[config.mk]
export PLATFORM = sky130hd
export DESIGN_NAME = spi_init_sequencer
export DESIGN_NICKNAME = d
export VERILOG_FILES = /design/src/rtl/spi_init_sequencer.sv
export SDC_FILE = /design/constraint.sdc
export NUM_CORES = 1
export LEC_CHECK = 0
export CORE_UTILIZATION = 57
export DETAILED_ROUTE_END_ITERATION = 7
export PLACE_DENSITY = 0.94
export SETUP_SLACK_MARGIN = 0.1
export SLEW_MARGIN = 0
export SYNTH_ARGS = -nofsm -noshare
export SYNTH_HDL_FRONTEND = slang
export SYNTH_SLANG_ARGS = --single-unit
export TNS_END_PERCENT = 20
[constraint.sdc]
create_clock -name i_clock -period 5.2 [get_ports i_clock]
set_clock_uncertainty 0.15 [all_clocks]
set_input_delay 1.04 -clock i_clock [delete_from_list [all_inputs] [get_ports i_clock]]
set_output_delay 1.04 -clock i_clock [all_outputs]
set_load 0.05 [all_outputs]
[src/rtl/spi_init_sequencer.sv]
// rtl/spi_init_sequencer.sv - LCD SPI init table walker and runtime register-write server
// Walks a ROM of register writes/delays through the SPI TX handshake, then serves single runtime writes.
module spi_init_sequencer #(
    parameter int unsigned TABLE_AW     = 5,
    parameter int unsigned DELAY_UNIT   = 50000,
    parameter int unsigned DONE_TIMEOUT = 4095,
    parameter bit          AUTO_START   = 1'b1
) (
    input  logic                i_clock,
    input  logic                i_reset,
    input  logic                i_start,
    output logic [TABLE_AW-1:0] o_tableIndex,
    input  logic [16:0]         i_tableEntry,
    output logic                o_spiTxBegin,
    output logic [6:0]          o_spiTxAddress,
    output logic [7:0]          o_spiTxData,
    input  logic                i_spiTxBusy,
    input  logic                i_spiTxDone,
    input  logic                i_wrReq,
    input  logic [6:0]          i_wrAddress,
    input  logic [7:0]          i_wrData,
    output logic                o_wrAck,
    output logic                o_initBusy,
    output logic                o_initDone,
    output logic                o_error
);
    localparam int unsigned DW = $clog2(255 * DELAY_UNIT + 1);
    localparam int unsigned TW = $clog2(DONE_TIMEOUT + 1);
    localparam logic [DW-1:0] LP_UNIT = DW'(DELAY_UNIT);
    localparam logic [TW-1:0] LP_TLAST = TW'(DONE_TIMEOUT - 1);

    typedef enum logic [3:0] {
        S_IDLE, S_FETCH, S_DECODE, S_SPI_REQ, S_SPI_WAIT,
        S_DELAY, S_DONE, S_USER_REQ, S_USER_WAIT, S_ERROR
    } state_t;

    state_t                r_state, w_stateNext;
    logic [TABLE_AW-1:0]   r_index, w_indexNext;
    logic [DW-1:0]         r_delay, w_delayNext;
    logic [TW-1:0]         r_timeout, w_timeoutNext;
    logic                  r_begin, w_beginNext;
    logic [6:0]            r_addr, w_addrNext;
    logic [7:0]            r_data, w_dataNext;
    logic                  r_wrAck, w_wrAckNext;
    logic                  r_autoArm, w_autoArmNext;
    logic                  w_lastEntry;

    assign w_lastEntry = (r_index == {TABLE_AW{1'b1}});

    always_comb begin
        w_stateNext   = r_state;
        w_indexNext   = r_index;
        w_delayNext   = r_delay;
        w_timeoutNext = r_timeout;
        w_beginNext   = 1'b0;
        w_addrNext    = r_addr;
        w_dataNext    = r_data;
        w_wrAckNext   = 1'b0;
        w_autoArmNext = r_autoArm;
        case (r_state)
            S_IDLE: begin
                if (i_start || r_autoArm) begin
                    w_autoArmNext = 1'b0;
                    w_indexNext   = '0;
                    w_stateNext   = S_FETCH;
                end
            end
            S_FETCH: w_stateNext = S_DECODE;
            S_DECODE: begin
                if (i_tableEntry[16]) begin
                    w_stateNext = S_DONE;
                end else if (i_tableEntry[15]) begin
                    w_delayNext = DW'(i_tableEntry[7:0]) * LP_UNIT;
                    w_stateNext = S_DELAY;
                end else begin
                    w_addrNext  = i_tableEntry[14:8];
                    w_dataNext  = i_tableEntry[7:0];
                    w_stateNext = S_SPI_REQ;
                end
            end
            S_SPI_REQ, S_USER_REQ: begin
                if (!i_spiTxBusy) begin
                    w_beginNext   = 1'b1;
                    w_timeoutNext = '0;
                    w_stateNext   = (r_state == S_SPI_REQ) ? S_SPI_WAIT : S_USER_WAIT;
                end
            end
            S_SPI_WAIT, S_USER_WAIT: begin
                if (i_spiTxDone) begin
                    if (r_state == S_USER_WAIT) begin
                        w_wrAckNext = 1'b1;
                        w_stateNext = S_DONE;
                    end else if (w_lastEntry) begin
                        w_stateNext = S_DONE;
                    end else begin
                        w_indexNext = r_index + TABLE_AW'(1);
                        w_stateNext = S_FETCH;
                    end
                end else if (r_timeout == LP_TLAST) begin
                    w_stateNext = S_ERROR;
                end else begin
                    w_timeoutNext = r_timeout + TW'(1);
                end
            end
            S_DELAY: begin
                if (r_delay != '0) begin
                    w_delayNext = r_delay - DW'(1);
                end else if (w_lastEntry) begin
                    w_stateNext = S_DONE;
                end else begin
                    w_indexNext = r_index + TABLE_AW'(1);
                    w_stateNext = S_FETCH;
                end
            end
            S_DONE: begin
                // The ack cycle still sees the old request level, so it must not be re-accepted.
                if (i_start) begin
                    w_indexNext = '0;
                    w_stateNext = S_FETCH;
                end else if (i_wrReq && !r_wrAck) begin
                    w_addrNext  = i_wrAddress;
                    w_dataNext  = i_wrData;
                    w_stateNext = S_USER_REQ;
                end
            end
            S_ERROR: begin
                if (i_start) begin
                    w_indexNext = '0;
                    w_stateNext = S_FETCH;
                end
            end
            default: w_stateNext = S_IDLE;
        endcase
    end

    always_ff @(posedge i_clock) begin
        if (i_reset) begin
            r_state   <= S_IDLE;
            r_index   <= '0;
            r_delay   <= '0;
            r_timeout <= '0;
            r_begin   <= 1'b0;
            r_addr    <= '0;
            r_data    <= '0;
            r_wrAck   <= 1'b0;
            r_autoArm <= AUTO_START;
        end else begin
            r_state   <= w_stateNext;
            r_index   <= w_indexNext;
            r_delay   <= w_delayNext;
            r_timeout <= w_timeoutNext;
            r_begin   <= w_beginNext;
            r_addr    <= w_addrNext;
            r_data    <= w_dataNext;
            r_wrAck   <= w_wrAckNext;
            r_autoArm <= w_autoArmNext;
        end
    end

    assign o_tableIndex   = r_index;
    assign o_spiTxBegin   = r_begin;
    assign o_spiTxAddress = r_addr;
    assign o_spiTxData    = r_data;
    assign o_wrAck        = r_wrAck;
    assign o_initBusy     = (r_state == S_FETCH) || (r_state == S_DECODE) || (r_state == S_SPI_REQ)
                         || (r_state == S_SPI_WAIT) || (r_state == S_DELAY);
    assign o_initDone     = (r_state == S_DONE) || (r_state == S_USER_REQ) || (r_state == S_USER_WAIT);
    assign o_error        = (r_state == S_ERROR);
endmodule

Word level (Yosys, flattened, before mapping)
Cells that the tools add are included.
{"block": "classes", "bitwise_logic": 3, "n_mux": 41, "n_reduce_logical": 26, "n_eq_ne": 28, "add_sub_neg": 3, "mul": 1}
{"operator": "two-way mux 24 bit", "count": 3}
{"operator": "one-hot mux 24 bit (2 select lines)", "count": 1}
{"operator": "two-way mux 12 bit", "count": 3}
{"operator": "two-way mux 4 bit", "count": 9}
{"operator": "two-way mux 8 bit", "count": 4}
{"operator": "one-hot mux 4 bit (8 select lines)", "count": 1}
{"operator": "two-way mux 5 bit", "count": 6}
{"operator": "two-way mux 7 bit", "count": 4}
{"operator": "!= test 2 bit, second input constant", "count": 14}
{"operator": "one-hot mux 12 bit (2 select lines)", "count": 1}
{"operator": "nonzero test 24 bit", "count": 1}
{"operator": "subtractor 24 x 1 -> 24 bit, second input constant", "count": 1}
{"operator": "multiplier 8 x 12 -> 20 bit, second input constant", "count": 1}
{"operator": "one-hot mux 5 bit (4 select lines)", "count": 1}
{"operator": "== test 4 x 3 -> 1 bit, second input constant", "count": 4}
{"operator": "one-hot mux 8 bit (2 select lines)", "count": 1}
{"operator": "one-hot mux 7 bit (2 select lines)", "count": 1}
{"operator": "adder 12 x 1 -> 12 bit, second input constant", "count": 1}
{"operator": "== test 12 bit, second input constant", "count": 1}
{"operator": "two-way mux 3 bit", "count": 4}
{"operator": "AND reduction 6 bit", "count": 2}
{"operator": "== test 4 x 2 -> 1 bit, second input constant", "count": 2}
{"operator": "== test 4 bit, second input constant", "count": 2}
{"operator": "AND reduction 4 bit", "count": 2}
{"operator": "other kinds (17)", "count": 32}
{"block": "word_totals", "wordCells": 111, "out_inout_bits": 25, "regBits": 63}

Depth between registers and ports, before layout
Gate-level depths: netlist of run 1.
{"block": "logic_depth", "depth_word": 5, "depth_mapped": 14}

Least setup slack after synthesis of run 1
OpenSTA, ideal clock, no wires.
{"block": "synth_path", "path_kind": "input to register", "startpoint": "input port i_tableEntry[2]", "endpoint": "register r_delay[18]", "cell_stages": 14, "slack_ns": 0.640, "setup_ns": 0.128, "arrival_ns": 4.282, "path_cell_list": "ha_1 ha_1 inv_1 fa_1 inv_1 fa_1 ha_1 nor2b_1 o31a_1 o21ai_0 o21ai_0 xor2_1 a221oi_1 nor2_1"}
{"block": "synth_via", "elab_chain_len": 4}
{"item": "from (decl)", "line": "13", "rtl": "input logic [16:0] i_tableEntry,"}
{"item": "multiplier 8 x 12 -> 20 bit", "line": "73", "rtl": "w_delayNext = DW'(i_tableEntry[7:0]) * LP_UNIT;"}
{"item": "two-way mux 24 bit", "line": "72", "rtl": "end else if (i_tableEntry[15]) begin"}
{"item": "two-way mux 24 bit", "line": "70", "rtl": "if (i_tableEntry[16]) begin"}
{"item": "one-hot mux 24 bit (2 select lines)", "line": "60", "rtl": "case (r_state)"}
{"item": "to (signal assigned)", "line": "150", "rtl": "r_delay <= w_delayNext;"}
{"item": "to (decl)", "line": "39", "rtl": "logic [DW-1:0] r_delay, w_delayNext;"}
No other way between the ends. The select of a mux whose other input is x is not followed.
A chain may end at the register's enable or synchronous reset.

Worst setup path after layout of run 1
{"block": "layout_path", "startpoint": "input port i_tableEntry[4]", "endpoint": "register r_delay[18]"}
The elaborated chain is that of the path after synthesis.

==> run_results.csv, run 1 <==
group,metric,value,unit
run_status,outcome,"completed",
global_routing,global_route_wire_length_before_repair,20100,um
floorplan,io-pin-count,63,
final_layout,fillCellCount,618,
cts,cts_made_buffers,9,
drt,ant_nets,0,
final_layout,multi_input_area,3520,um2
critical_path,path_cells,"clkdlybuf4s50_1, ha_1, ha_1, inv_1, fa_1, inv_1, fa_1, ha_1, nor2b_1, o31a_1, o21ai_1, o21ai_0, xor2_1, a221oi_1, nor2_1",
critical_path,cpMaxStageDelayCell,"sky130_fd_sc_hd__clkdlybuf4s50_1",
critical_path,worst_path_most_repeated_cell,"sky130_fd_sc_hd__ha_1",
final_layout,final_cell_mix,"sky130_fd_sc_hd__nor2_1 (84), sky130_fd_sc_hd__dfxtp_1 (63), sky130_fd_sc_hd__clkdlybuf4s50_1 (61)",
synth,dominantRegCellSynth,"sky130_fd_sc_hd__dfxtp_1",
place,placement.cell_area,5680,um2
cts,clock_latency,0.35,ns
timing,setup_viol,0,
timing,layout_worst_path_cycle_share,95.9,%
worst_hold_path,min_path_type,"flip-flop to flip-flop",
synth,mappedNetlistNets,714,
floorplan,row_count,33,
synth,synth_area_leader_cell,"sky130_fd_sc_hd__dfxtp_1",
place,numPlacedInstances,755,
place,routabilityCongestion,0.938,
synth,synth_area_leaders,"sky130_fd_sc_hd__dfxtp_1 (25%), sky130_fd_sc_hd__ha_1 (15%), sky130_fd_sc_hd__nor2_1 (6.3%)",
global_routing,grt_antenna_before_repair,0,
final_layout,finalNetCount,769,
critical_path,rr_startpoint,"r_state[1]",
final_layout,instances_no_fill,771,
floorplan,floorplan.die.height,95.4,um
critical_path,startpoint_type,"primary input",
timing,timing.slew.headroom,23.4,%
floorplan,floorplan.initialDensity,59.6,%
critical_path,cp_data_arrival_time,5.03,ns
critical_path,slowest_delay,0.54,ns
final_layout,drive_above_1_share,7.21,%
power,power_density,398,nW/um2
timing,rsz_0062_raised_after_global_routing,"yes",
global_routing,globalRouteOverflowTotal,0,
cts,tritoncts,"built",
final_layout,final_area,5870,um2
cts,cts.htree.levels,3,
cts,max-clock-path-buffers,2,
final_layout,area.growth.synth_to_final,18.2,%
timing,period_needed,4.99,ns
timing,worst_slew_pin_slew,1.15,ns
critical_path,timing.setup.critical_path_class,"primary input to flip-flop",
critical_path,crit_path_max_fanout,4,
global_routing,grt_start_max_net_pins,57,
drt,drt_pre_antenna_iters,5,
cts,cts.sink_count,63,
critical_path,worstPathRequired,5.24,ns
critical_path,regToRegEndpoint,"o_spiTxData[1]",
final_layout,regArea,1260,um2
floorplan,die_area,9100,um2
global_routing,groute.usage.overall,27.8,%
worst_hold_path,hold_end,"r_autoArm",
drt,routed_via_density,6.23,
critical_path,ff2ff_path_depth,5,
timing,final_number_of_hold_violating_endpoints,0,
final_layout,diodes_inserted,0,
place,place.port_buffers,62,
cts,holdBufCountCts,0,
drt,post-route-drc-count,0,
synth,syn_area_per_cell,8.20,um2
power,report.power.total,2340,uW
floorplan,floorplan_core_area,8340,um2
power,irDropWorstVdd,175,uV
floorplan,die_w,95.4,um
synth,synth.lib_cells_used.distinct,66,
synth,synthesis.yosys.warnings,0,
synth,instance_count_of_the_mapped_netlist,606,
global_routing,grt_pass1_vias,4515,
run,drv_cap,0,
worst_hold_path,worst_hold_path.num_cells,1,
critical_path,slack_of_the_worst_reg_to_reg_path,1.73,ns
synth,seq_area_frac_synth,25.4,%
synth,synthArstFlopShare,0,%
timing,max_freq,0.201,GHz
timing,hold-worst-slack,0.312,ns
final_layout,layout_commonest_cell,"sky130_fd_sc_hd__nor2_1",
power,power.leakage,0.00234,uW
drt,wire_length_per_cell_after_detailed_routing,16.3,um
drt,drt_iter0_drc,335,
synth,post_synth_edffs,0,
critical_path,setup.worst_path.end_class,"flip-flop",
timing,setup_slack_after_layout,0.212,ns
cts,buffer_cell_driving_the_clock_tree_root,"sky130_fd_sc_hd__clkbuf_8",
cts,worst_setup_hold_path_clk_slew,0.07,ns
worst_hold_path,start_point_of_the_worst_min_delay_path,"r_autoArm",
drt,vias,4805,
place,detailedPlacementHpwl,9350,um
place,detailedPlace.worstSlack,-0.192,ns
synth,postSynthRegisterBits,63,
drt,wl,12600,um
synth,syn-cell-area,4970,um2
timing,fin_max_slew_vios,0,
synth,synth_top_area_share,25.4,%
-- where the power goes --
part	switching, uW	total (uW)	internal (uW)
registers	91.0	623	532
clock network	212	435	222
logic	759	1280	518
total	1060	2340	1270
-- sequential cells by signal, indices dropped and copies added, names as in the netlist --
register	count
o_wrAck	1
r_autoArm	1
o_spiTxData	8
o_spiTxBegin	1
o_spiTxAddress	7
r_timeout	12
r_state	4
r_delay	24
o_tableIndex	5
-- metrics by stage --
stage / utilization [%] / TNS, ns
2_1_floorplan: - / 0
3_3_place_gp: 68.1 / 0
3_5_place_dp: 68.1 / -0.398
4_1_cts: 70.4 / 0
5_1_grt: 70.4 / 0
6_report: 70.4 / 0
-- synthesized netlist by cell type (4+ instances only) --
cell type	n
sky130_fd_sc_hd__or2_2	5
sky130_fd_sc_hd__nor3_1	20
sky130_fd_sc_hd__and4_1	4
sky130_fd_sc_hd__a211oi_1	22
sky130_fd_sc_hd__buf_2	11
sky130_fd_sc_hd__a32oi_1	4
sky130_fd_sc_hd__o21ai_0	28
sky130_fd_sc_hd__o21ai_1	6
sky130_fd_sc_hd__nor2b_1	11
sky130_fd_sc_hd__nand2b_1	7
sky130_fd_sc_hd__inv_1	17
sky130_fd_sc_hd__o21a_1	4
sky130_fd_sc_hd__nor2_1	84
sky130_fd_sc_hd__xor2_1	14
sky130_fd_sc_hd__clkbuf_1	13
sky130_fd_sc_hd__and2_1	5
sky130_fd_sc_hd__mux2i_1	15
sky130_fd_sc_hd__nor4_1	4
sky130_fd_sc_hd__nand3_1	14
sky130_fd_sc_hd__o31ai_1	6
sky130_fd_sc_hd__and3_1	6
sky130_fd_sc_hd__xnor2_1	5
sky130_fd_sc_hd__dfxtp_1	63
sky130_fd_sc_hd__a21oi_1	54
sky130_fd_sc_hd__ha_1	58
sky130_fd_sc_hd__nand4_1	7
sky130_fd_sc_hd__a21o_1	5
sky130_fd_sc_hd__a31oi_1	7
sky130_fd_sc_hd__fa_1	12
sky130_fd_sc_hd__nand2_1	41
sky130_fd_sc_hd__buf_1	4
-- cell families after synthesis --
family / synth area share (%)
DFF: 25.4
xor gates and xnor gates: 3.35
AOI/OAI and AO/OA: 21.2
and+or+nand+nor: 23.3
buffers and inverters: 3.83
adders and majority gates: 19.4
muxes: 3.47
-- worst max-delay path by stage --
stage / startpoint / endpoint / slack (ns) / cells past startpoint
6_report: i_tableEntry[4] / r_delay[18] / 0.21 / 15
5_1_grt: i_tableEntry[4] / r_delay[20] / 0.1 / 16
4_1_cts: i_tableEntry[4] / r_delay[18] / 0.15 / 15
3_5_place_dp: i_tableEntry[4] / r_delay[18] / -0.19 / 15
3_3_place_gp: i_tableEntry[4] / r_delay[18] / 0.05 / 15
2_1_floorplan: i_tableEntry[2] / r_delay[18] / 0.64 / 14
-- final cells by class --
class	instances	share of cell area, %
clock buffer	9	2.11
clock inverter	7	1.26
inverter	17	1.09
multi-input combinational	497	60.0
sequential	63	21.5
tap	105	2.24
timing repair buffer	73	11.9
-- worst max-delay path, delay by kind of cell --
| family | cells | cell delay, ns |
|---|---|---|
| AO/OA/AOI/OAI | 4 | 0.98 |
| XOR/XNOR | 1 | 0.20 |
| adder cells (fa/ha/maj) | 5 | 1.91 |
| buffers and inverters | 3 | 0.66 |
| AND/OR/NAND/NOR | 2 | 0.23 |
-- per-layer routing --
layer / wire length [um] / GRT usage (%)
met5: 0 / 0
met1: 5270 / 33.7
met2: 6170 / 47.9
met3: 793 / 6.22
met4: 353 / 10.8
-- timing repair --
item | 4_1_cts | 5_1_grt
buffers inserted | 0 | 0
setup endpoints to repair | 0 | 3
gates resized for setup | 0 | 2
Power figures use the tool's default switching activity.
==> run 2, diff against run 1 <==
--- a/config.mk
+++ b/config.mk
@@ -5,8 +5,10 @@
 export SDC_FILE = /design/constraint.sdc
 export NUM_CORES = 1
 export LEC_CHECK = 0
+export CORE_ASPECT_RATIO = 1.5
 export CORE_UTILIZATION = 57
 export DETAILED_ROUTE_END_ITERATION = 7
+export GPL_ROUTABILITY_DRIVEN = 1
 export PLACE_DENSITY = 0.94
 export SETUP_SLACK_MARGIN = 0.1
 export SLEW_MARGIN = 0
==> run_results.csv, run 2 (synthesized netlist as in run 1, its figures left out) <==
group,metric,value,unit
timing,timing.slew.headroom,16.3,%
floorplan,floorplan.initialDensity,59.1,%
drt,wl,13900,um
floorplan,die_area,9100,um2
cts,cts.htree.levels,3,
place,routabilityCongestion,0.888,
run_status,outcome,"completed",
timing,setup_viol,0,
critical_path,timing.setup.critical_path_class,"primary input to flip-flop",
timing,fin_max_slew_vios,0,
power,power.net_switching,1090,uW
critical_path,slack_of_the_worst_reg_to_reg_path,1.56,ns
cts,clock_latency,0.34,ns
final_layout,final_cell_mix,"sky130_fd_sc_hd__nor2_1 (84), sky130_fd_sc_hd__dfxtp_1 (63), sky130_fd_sc_hd__clkdlybuf4s50_1 (61)",
power,power_density,427,nW/um2
critical_path,rr_startpoint,"r_state[1]",
drt,vias,4985,
final_layout,diodes_inserted,0,
timing,layout_worst_path_cycle_share,95.3,%
cts,worst_setup_hold_path_clk_slew,0.06,ns
place,numPlacedInstances,757,
place,place.port_buffers,62,
timing,rsz_0062_raised_after_global_routing,"no",
power,power.clock.fraction,25.5,%
critical_path,cpMaxStageDelayCell,"sky130_fd_sc_hd__fa_1",
power,irDropWorstVdd,302,uV
global_routing,global_route_wire_length_before_repair,22000,um
floorplan,io-pin-count,63,
critical_path,regToRegEndpoint,"o_spiTxAddress[5]",
final_layout,instances_no_fill,773,
global_routing,grt_antenna_before_repair,0,
final_layout,finalNetCount,769,
cts,buffer_cell_driving_the_clock_tree_root,"sky130_fd_sc_hd__clkbuf_16",
power,power.sequential.fraction,24.4,%
drt,routed_via_density,6.45,
cts,max-clock-path-buffers,2,
critical_path,setup.worst_path.end_class,"flip-flop",
global_routing,grt_pass1_vias,4942,
floorplan,floorplan.die.height,116,um
final_layout,end_of_flow_core_utilization,71.3,%
critical_path,ff2ff_path_depth,5,
drt,drt_pre_antenna_iters,8,
final_layout,largest_register_ff_count,24,
final_layout,drive_above_1_share,7.21,%
global_routing,grt_start_max_net_pins,57,
final_layout,area.growth.synth_to_final,20.8,%
critical_path,path_cells,"clkdlybuf4s50_1, inv_1, ha_1, inv_1, ha_1, fa_1, fa_1, ha_1, a21oi_1, o211ai_1, a21oi_1, o31ai_1, buf_4, a311oi_1, xnor2_1, o31ai_1",
drt,drt_iter0_drc,470,
cts,cts.sink_count,63,
final_layout,final_area,6000,um2
drt,wire_length_per_cell_after_detailed_routing,18.0,um
critical_path,crit_path_max_fanout,5,
final_layout,layout_commonest_cell,"sky130_fd_sc_hd__nor2_1",
place,detailedPlacementHpwl,9870,um
global_routing,globalRouteOverflowTotal,0,
power,internal_power,1470,uW
drt,ant_nets,0,
run,drv_cap,0,
cts,cts.repair_timing.setup_buffer_count,0,
place,placement.cell_area,5680,um2
critical_path,slowest_delay,0.51,ns
critical_path,worst_path_most_repeated_cell,"sky130_fd_sc_hd__ha_1",
cts,cts_made_buffers,9,
floorplan,floorplan_core_area,8410,um2
global_routing,groute.usage.overall,30.9,%
timing,worst_slew_pin_slew,1.26,ns
floorplan,row_count,41,
worst_hold_path,start_point_of_the_worst_min_delay_path,"r_autoArm",
power,swShare,42.5,%
timing,max_freq,0.202,GHz
critical_path,worstPathRequired,5.30,ns
final_layout,registers.top_by_ff_count,"r_delay",
critical_path,cp_data_arrival_time,5.06,ns
timing,final_number_of_hold_violating_endpoints,0,
worst_hold_path,min_path_type,"flip-flop to flip-flop",
drt,post-route-drc-count,0,
worst_hold_path,hold_end,"r_autoArm",
worst_hold_path,worst_hold_path.num_cells,1,
cts,tritoncts,"built",
timing,period_needed,4.95,ns
power,power.leakage,0.00239,uW
floorplan,die_w,78.2,um
power,comb_power_share,50.1,%
critical_path,startpoint_type,"primary input",
==> run 2: changes by cell type in the layout (fill, tap and decap cells not counted) <==
| cell | delta |
|---|---|
| sky130_fd_sc_hd__bufinv_16 | +1 |
| sky130_fd_sc_hd__o21ai_0 | +1 |
| sky130_fd_sc_hd__o21ai_1 | -1 |
| sky130_fd_sc_hd__clkbuf_8 | -9 |
| sky130_fd_sc_hd__clkinv_4 | -1 |
| sky130_fd_sc_hd__clkbuf_16 | +9 |
| sky130_fd_sc_hd__clkinvlp_4 | +1 |
| sky130_fd_sc_hd__clkinv_2 | -1 |
==> run 2: critical path: cells and delay by family <==
| kind | cells | cell delay, ns |
|---|---|---|
| xor gates and xnor gates | 1 | 0.13 |
| buffers and inverters | 4 | 0.74 |
| AOI/OAI and AO/OA | 6 | 1.18 |
| adders and majority gates | 5 | 1.97 |
==> run 2: worst max-delay path by stage <==
stage                               start     endpoint  depth (start not counted)
after floorplan           i_tableEntry[2]  r_delay[18]                         14
after global placement    i_tableEntry[4]  r_delay[18]                         15
after detailed placement  i_tableEntry[4]  r_delay[22]                         15
after CTS                 i_tableEntry[4]  r_delay[22]                         15
after global routing      i_tableEntry[6]  r_delay[23]                         16
final                     i_tableEntry[6]  r_delay[23]                         16
==> run 2: final cells by class <==
class | instances | area (um2)
clock buffers | 9 | 225
clock inverters | 7 | 97.6
fillers | 588 | 2410
inverters | 17 | 63.8
multi-input cells | 497 | 3520
flip-flops and latches | 63 | 1260
well taps | 107 | 134
repair buffers | 73 | 698
==> run 2: timing repair <==
item,CTS,global route
gates resized for setup,0,1
hold buffers,0,0
endpoints found under the setup margin,0,2
==> run 2: layer usage <==
layer,vias to the layer above,share of wire (%),global-route usage (%)
met5,-,0,0
met4,0,5.6,22.6
met3,77,4.9,5.86
met2,239,54,58.6
met1,2347,36,29.3
li1,2322,-,-
==> run 2: per-stage QoR <==
stage | worst slack [ns] | hold WS, ns | total power, uW | setup TNS [ns]
6_report | 0.246 | 0.309 | 2560 | 0
3_5_place_dp | -0.157 | 0.299 | 1870 | -0.277
5_1_grt | 0.106 | 0.325 | 2700 | 0
4_1_cts | 0.172 | 0.313 | 2540 | 0
3_3_place_gp | 0.0544 | 0.290 | 1820 | 0
2_1_floorplan | 0.640 | 0.278 | 1580 | 0
==> run 2: power groups by stage <==
stage / registers, uW / logic (uW) / clock network (uW)
2_1_floorplan: 627 / 949 / 0
3_3_place_gp: 626 / 1190 / 0
3_5_place_dp: 630 / 1240 / 0
4_1_cts: 622 / 1260 / 652
5_1_grt: 636 / 1390 / 674
6_report: 626 / 1280 / 653
